--- src/rtl/gold_placement_sequencer.sv ---
// gold_placement_sequencer
//   Places N_OBJ game objects per new game. Each object draws a random
//   position inside its own fixed region. Optionally the candidate is checked
//   against every object already placed (Manhattan separation). A candidate
//   that keeps conflicting is committed anyway after MAX_RETRY rejected draws.
//
//   Build option: define PLACE_OVERLAP_CHECK_EN to build the separation check.
//   Without it, every draw is committed after a single CHECK cycle.
//
// Ports
//   Clk, Reset_n          clock, asynchronous active-low reset
//   start                 new-game request (accepted in IDLE/FIN only)
//   rand_in/rand_valid    random word; [15:0] -> x, [31:16] -> y
//   rand_ready            high in DRAW; a word is consumed when valid is also high
//   obj_wr_en             one-cycle pulse with obj_idx/obj_x/obj_y
//   busy/done             placement in progress / all objects committed
//   forced_cnt            forced commits this game (saturating)
module gold_placement_sequencer #(
    parameter int N_OBJ     = 8,
    parameter int MAX_RETRY = 15,
    parameter int MIN_SEP   = 40
) (
    input  logic        Clk,
    input  logic        Reset_n,
    input  logic        start,
    input  logic [31:0] rand_in,
    input  logic        rand_valid,
    output logic        rand_ready,
    output logic        obj_wr_en,
    output logic [2:0]  obj_idx,
    output logic [9:0]  obj_x,
    output logic [9:0]  obj_y,
    output logic        busy,
    output logic        done,
    output logic [3:0]  forced_cnt
);

    typedef enum logic [2:0] {
        IDLE   = 3'd0,
        DRAW   = 3'd1,
        CHECK  = 3'd2,
        COMMIT = 3'd3,
        FIN    = 3'd4
    } state_t;

    localparam logic [2:0] LAST_IDX = 3'(N_OBJ - 1);

    // Region per object index, packed {xbase, xrange, ybase, yrange}.
    function automatic logic [39:0] region(input logic [2:0] i);
        logic [39:0] r;
        case (i)
            3'd0:    r = {10'd40,  10'd200, 10'd330, 10'd100};
            3'd1:    r = {10'd300, 10'd200, 10'd330, 10'd100};
            3'd2:    r = {10'd300, 10'd50,  10'd300, 10'd80};
            3'd3:    r = {10'd250, 10'd50,  10'd200, 10'd80};
            3'd4:    r = {10'd30,  10'd570, 10'd70,  10'd40};
            3'd5:    r = {10'd30,  10'd570, 10'd70,  10'd40};
            3'd6:    r = {10'd100, 10'd150, 10'd100, 10'd40};
            3'd7:    r = {10'd350, 10'd150, 10'd90,  10'd50};
            default: r = 40'd0;
        endcase
        return r;
    endfunction

    // base + floor(r * range / 2^16); the 26-bit product keeps the top ten
    // bits strictly below range, so the result stays inside the region.
    function automatic logic [9:0] scale(input logic [9:0] base, input logic [9:0] range,
                                         input logic [15:0] r);
        logic [25:0] prod;
        prod = {10'd0, r} * {16'd0, range};
        return base + prod[25:16];
    endfunction

    state_t      state_q, state_d;
    logic [2:0]  idx_q, idx_d;
    logic [9:0]  cand_x_q, cand_x_d;
    logic [9:0]  cand_y_q, cand_y_d;
    logic [3:0]  forced_q, forced_d;
    logic [39:0] region_s;
    logic        commit_s;

    logic        rand_ready_q, busy_q, done_q, wr_en_q;
    logic [2:0]  obj_idx_q;
    logic [9:0]  obj_x_q, obj_y_q;

`ifdef PLACE_OVERLAP_CHECK_EN
    localparam int              RW          = (MAX_RETRY < 2) ? 1 : $clog2(MAX_RETRY + 1);
    localparam logic [RW-1:0]   MAX_RETRY_C = RW'(MAX_RETRY);
    localparam logic [10:0]     MIN_SEP_C   = 11'(MIN_SEP);

    logic [RW-1:0] retry_q, retry_d;
    logic [2:0]    ptr_q, ptr_d;
    logic [9:0]    tab_x_q [N_OBJ];
    logic [9:0]    tab_y_q [N_OBJ];
    logic          conflict_s;

    function automatic logic [10:0] manhattan(input logic [9:0] ax, input logic [9:0] ay,
                                              input logic [9:0] bx, input logic [9:0] by);
        logic [9:0] dx, dy;
        dx = (ax >= bx) ? (ax - bx) : (bx - ax);
        dy = (ay >= by) ? (ay - by) : (by - ay);
        return {1'b0, dx} + {1'b0, dy};
    endfunction

    // Candidate against the committed object selected by the scan pointer.
    always_comb begin
        conflict_s = (manhattan(cand_x_q, cand_y_q, tab_x_q[ptr_q], tab_y_q[ptr_q]) < MIN_SEP_C);
    end

    // Retry counter, scan pointer and history of committed positions.
    always_ff @(posedge Clk or negedge Reset_n) begin
        if (!Reset_n) begin
            retry_q <= '0;
            ptr_q   <= 3'd0;
            for (int i = 0; i < N_OBJ; i++) begin
                tab_x_q[i] <= 10'd0;
                tab_y_q[i] <= 10'd0;
            end
        end else begin
            retry_q <= retry_d;
            ptr_q   <= ptr_d;
            if (commit_s) begin
                tab_x_q[idx_q] <= cand_x_q;
                tab_y_q[idx_q] <= cand_y_q;
            end
        end
    end
`endif

    // Next-state and datapath control.
    always_comb begin
        state_d  = state_q;
        idx_d    = idx_q;
        cand_x_d = cand_x_q;
        cand_y_d = cand_y_q;
        forced_d = forced_q;
        commit_s = 1'b0;
        region_s = region(idx_q);
`ifdef PLACE_OVERLAP_CHECK_EN
        retry_d  = retry_q;
        ptr_d    = ptr_q;
`endif
        case (state_q)
            IDLE, FIN: begin
                if (start) begin
                    state_d  = DRAW;
                    idx_d    = 3'd0;
                    forced_d = 4'd0;
`ifdef PLACE_OVERLAP_CHECK_EN
                    retry_d  = '0;
                    ptr_d    = 3'd0;
`endif
                end else begin
                    state_d = state_q;
                end
            end
            DRAW: begin
                if (rand_valid) begin
                    cand_x_d = scale(region_s[39:30], region_s[29:20], rand_in[15:0]);
                    cand_y_d = scale(region_s[19:10], region_s[9:0], rand_in[31:16]);
`ifdef PLACE_OVERLAP_CHECK_EN
                    ptr_d    = 3'd0;
`endif
                    state_d  = CHECK;
                end else begin
                    state_d = DRAW;
                end
            end
            CHECK: begin
`ifdef PLACE_OVERLAP_CHECK_EN
                // The first conflict decides: redraw, or force the commit once
                // the retry budget is spent. Object 0 has nothing to compare.
                if (idx_q == 3'd0) begin
                    state_d = COMMIT;
                end else if (conflict_s) begin
                    if (retry_q < MAX_RETRY_C) begin
                        retry_d = retry_q + RW'(1);
                        state_d = DRAW;
                    end else begin
                        if (forced_q != 4'd15) begin
                            forced_d = forced_q + 4'd1;
                        end else begin
                            forced_d = forced_q;
                        end
                        state_d = COMMIT;
                    end
                end else if (ptr_q == (idx_q - 3'd1)) begin
                    state_d = COMMIT;
                end else begin
                    ptr_d   = ptr_q + 3'd1;
                    state_d = CHECK;
                end
`else
                state_d = COMMIT;
`endif
            end
            COMMIT: begin
                commit_s = 1'b1;
`ifdef PLACE_OVERLAP_CHECK_EN
                retry_d  = '0;
`endif
                if (idx_q == LAST_IDX) begin
                    state_d = FIN;
                end else begin
                    idx_d   = idx_q + 3'd1;
                    state_d = DRAW;
                end
            end
            default: begin
                state_d = IDLE;
            end
        endcase
    end

    // State register.
    always_ff @(posedge Clk or negedge Reset_n) begin
        if (!Reset_n) begin
            state_q <= IDLE;
        end else begin
            state_q <= state_d;
        end
    end

    // Working registers and outputs; outputs are decoded from the next state
    // so they change on the same edge as the state they describe.
    always_ff @(posedge Clk or negedge Reset_n) begin
        if (!Reset_n) begin
            idx_q        <= 3'd0;
            cand_x_q     <= 10'd0;
            cand_y_q     <= 10'd0;
            forced_q     <= 4'd0;
            rand_ready_q <= 1'b0;
            busy_q       <= 1'b0;
            done_q       <= 1'b0;
            wr_en_q      <= 1'b0;
            obj_idx_q    <= 3'd0;
            obj_x_q      <= 10'd0;
            obj_y_q      <= 10'd0;
        end else begin
            idx_q        <= idx_d;
            cand_x_q     <= cand_x_d;
            cand_y_q     <= cand_y_d;
            forced_q     <= forced_d;
            rand_ready_q <= (state_d == DRAW);
            busy_q       <= (state_d == DRAW) || (state_d == CHECK) || (state_d == COMMIT);
            done_q       <= (state_d == FIN);
            wr_en_q      <= (state_d == COMMIT);
            if (state_d == COMMIT) begin
                obj_idx_q <= idx_d;
                obj_x_q   <= cand_x_d;
                obj_y_q   <= cand_y_d;
            end
        end
    end

    assign rand_ready = rand_ready_q;
    assign busy       = busy_q;
    assign done       = done_q;
    assign obj_wr_en  = wr_en_q;
    assign obj_idx    = obj_idx_q;
    assign obj_x      = obj_x_q;
    assign obj_y      = obj_y_q;
    assign forced_cnt = forced_q;

endmodule
--- config.mk ---
export PLATFORM = sky130hd
export DESIGN_NAME = gold_placement_sequencer
export DESIGN_NICKNAME = d
export VERILOG_FILES = /design/src/rtl/gold_placement_sequencer.sv
export SDC_FILE = /design/constraint.sdc
export NUM_CORES = 1
export LEC_CHECK = 0
export CAP_MARGIN = 10
export CORE_MARGIN = 8
export CORE_UTILIZATION = 35
export CTS_CLUSTER_SIZE = 40
export DETAILED_ROUTE_END_ITERATION = 6
export PLACE_DENSITY = 0.53
export SETUP_SLACK_MARGIN = 0.2
export SLEW_MARGIN = 15
export SYNTH_ARGS = -nofsm -noshare
export SYNTH_HDL_FRONTEND = slang
export SYNTH_SLANG_ARGS = --single-unit
--- constraint.sdc ---
create_clock -name Clk -period 8.5 [get_ports Clk]
set_input_delay 2.55 -clock Clk [delete_from_list [all_inputs] [get_ports Clk]]
set_output_delay 2.55 -clock Clk [all_outputs]
set_load 0.01 [all_outputs]
==> flow_metrics.env <==
export IMPL_postCtsHoldBufs=0
export IMPL_path_class="in2reg"
export IMPL_final_nets=1498
export IMPL_clk_pin_slew_worst_paths_ps=80
export IMPL_initial_core_util_pct=35.3
export IMPL_yosysSeqAreaShare_pct=13.6
export IMPL_ys_warn_count=0
export IMPL_hold_depth=2
export IMPL_cp_max_fo=5
export IMPL_grt_ovfl_total=0
export IMPL_wire_per_inst_um=14.8
export IMPL_crit_arrival_ps=8300
export IMPL_fin_crit_ps=8060
export IMPL_hold_class="reg2reg"
export IMPL_grt_pass1_vias=8244
export IMPL_cpLargestDelayFamily="adder cells"
export IMPL_placement_io_buffers=62
export IMPL_fin_area_sq_um=11800
export IMPL_final_setup_viol_count=0
export IMPL_viasPerCell=4.75
export IMPL_hold_viol_final=0
export IMPL_syn_avg_cell_area_sq_um=9.46
export IMPL_grt_first_pass_wirelength_mm=40.2
export IMPL_synthesis_instances=1028
export IMPL_clk_latency_ps=290
export IMPL_vias=7327
export IMPL_grt_max_degree=54
export IMPL_start_kind="primary input"
export IMPL_gp_congestion=0.812
export IMPL_cts_made_buffers=5
export IMPL_coreArea_sq_um=27600
export IMPL_tightest_slew_ps=847
export IMPL_maxCapViolCount=0
export IMPL_n_fill_cell=2792
export IMPL_cts_htree_levels=2
export IMPL_die_area_sq_um=33400
export IMPL_maxSlewHeadroom_pct=43.5
export IMPL_clockBufferDepth=2
export IMPL_wl_mm=22.9
export IMPL_yosys_top_cells_count="ha_1, fa_1, inv_1"
export IMPL_r2r_cells=26
export IMPL_die_height_um=183
export IMPL_drc=0
export IMPL_ys_flop_type="dfrtp_1"
export IMPL_fin_crit_sh_pct=94.9
export IMPL_drtPass1Iterations=4
export IMPL_cp_buffers_inverters=4
export IMPL_status="complete, no violations"
export IMPL_yosys_register_bits=53
export IMPL_ant_nets=0
export IMPL_io_pins=67
export IMPL_critPathSlowestCell="fa_1"
export IMPL_worstPathCellList="clkdlybuf4s50_1, buf_4, and2_1, fa_2, fa_1, ha_4, fa_1, ha_1, ha_1, nand3_2, or4_4, and3_4, a21o_1, buf_6, xnor2_2, buf_4, ha_1, a21o_1, a21oi_2, o21bai_1, a211o_1, a211o_1, nand3_1"
export IMPL_drive_gt1_share_pct=14.8
export IMPL_r2r_slack_ps=1040
export IMPL_synth_top_cell_by_area="fa_1"
export IMPL_synth_area_sq_um=9720
export IMPL_dpl_hpwl_mm=18.9
export IMPL_clock_skew_ps=5.94
export IMPL_required_ps=8730
export IMPL_synth_top_area_share_pct=29.2
export IMPL_clock_fmax_mhz=124
export IMPL_finalMaxSlewViolations=0
export IMPL_die_w_um=183
export IMPL_worstSetupEndpointType="register"
export IMPL_post_synth_top_count_cell="ha_1"
export IMPL_cp_common_cell="ha_1"
export IMPL_grt_use_total_pct=14.4
export IMPL_synth_cell_type_count=59
export IMPL_rsz0062_at_grt="no"
export IMPL_cts_root_buf="clkbuf_16"
export IMPL_antenna_found_initial=0
export IMPL_synth_edf_count=0
export IMPL_area_growth_pct=21.8
export IMPL_path_depth=23
export IMPL_critPathMaxStageDelay_ps=580
export IMPL_synth_area_leaders="fa_1, ha_1, dfrtp_1"
export IMPL_place_area_sq_um=11400
export IMPL_cts_sinks=53
export IMPL_fp_row_count=61
export IMPL_cts_tree="done"
export IMPL_synthArstFlopShare_pct=100
export IMPL_diodes=0
export IMPL_drtIter0Drc=247
-- kinds of logic (layout without fill, tap and decap cells) --
group           count (synthesis)  after routing  synth area share, %
compound gates                121            121                 8.13
flops                          53             53                 13.6
mux                            13             13                 1.49
other cells                     1              4               0.0386
buf+inv                       170            305                 6.74
fa+ha+maj                     297            297                 49.2
simple gates                  347            347                 18.3
xor+xnor                       26             26                 2.48
-- repair_timing --
item / CTS / global route
pin swaps: 8 / 41
setup buffers: 0 / 2
resized for setup: 19 / 63
setup endpoints to repair: 7 / 15
cloned: 0 / 0
-- sequential cells by signal (all words and copies together), names as in the netlist, 3 cells and up --
| signal | cells |
|---|---|
| cand_x_q | 10 |
| cand_y_q | 10 |
| obj_x | 10 |
| obj_y | 10 |
| idx_q | 3 |
| obj_idx | 3 |
| state_q | 3 |
-- cell usage in the layout (no fill, tap or decap), types with 18 or more instances in the layout --
master / count
buf_4: 93
nor2_1: 24
fa_1: 137
a21oi_1: 25
ha_1: 144
nand2_1: 131
inv_1: 134
dfrtp_1: 53
o21ai_0: 23
and2_1: 43
clkdlybuf4s50_1: 44
nor2b_1: 69
nand2b_1: 18
-- stage by stage --
stage               utilization, %  TNS, ps  instances  hold slack [ps]  setup WS, ps
detailed placement            41.3    -2270       1534              461          -496
global placement              41.3    -1850       1534              453          -414
global route                  43.0        0       1544              509           181
finish                        43.0        0       1544              473           437
CTS                           42.0        0       1542              477           202
floorplan                        -        0       1031              435           350
-- metal layers --
metal	up-vias	share of wire (%)	GRT usage [%]
li1	3593	-	-
met1	3639	48	19.4
met2	80	49	25.6
met3	15	2.7	1.27
met4	0	0.63	1.64
met5	-	0	0
-- worst min-delay path, stage by stage (launching register included) --
cell and delay [ps]:
dfrtp_1 350, nand2_1 50, nand2_1 50
-- layout make-up --
type / instances / area, sq um / area share, %
multi-input cells: 808 / 8020 / 67.7
clock buffers: 5 / 125 / 1.06
repair buffers: 157 / 1340 / 11.3
clock inverters: 3 / 26.3 / 0.222
inverters: 140 / 526 / 4.44
flip-flops and latches: 53 / 1330 / 11.2
well taps: 378 / 473 / 4.00
-- worst paths after layout --
| check | from | end |
|---|---|---|
| max | rand_in[0] | cand_x_q[8] |
| min | cand_y_q[7] | obj_y[7] |
| max reg2reg | idx_q[2] | cand_x_q[8] |
| min reg2reg | cand_y_q[7] | obj_y[7] |
| max in group asynchronous | Reset_n | obj_idx[1] |
| min in group asynchronous | Reset_n | obj_x[1] |
Power is not shown: default switching activity piles up to over one toggle a cycle in this logic, so the estimate is an artifact.
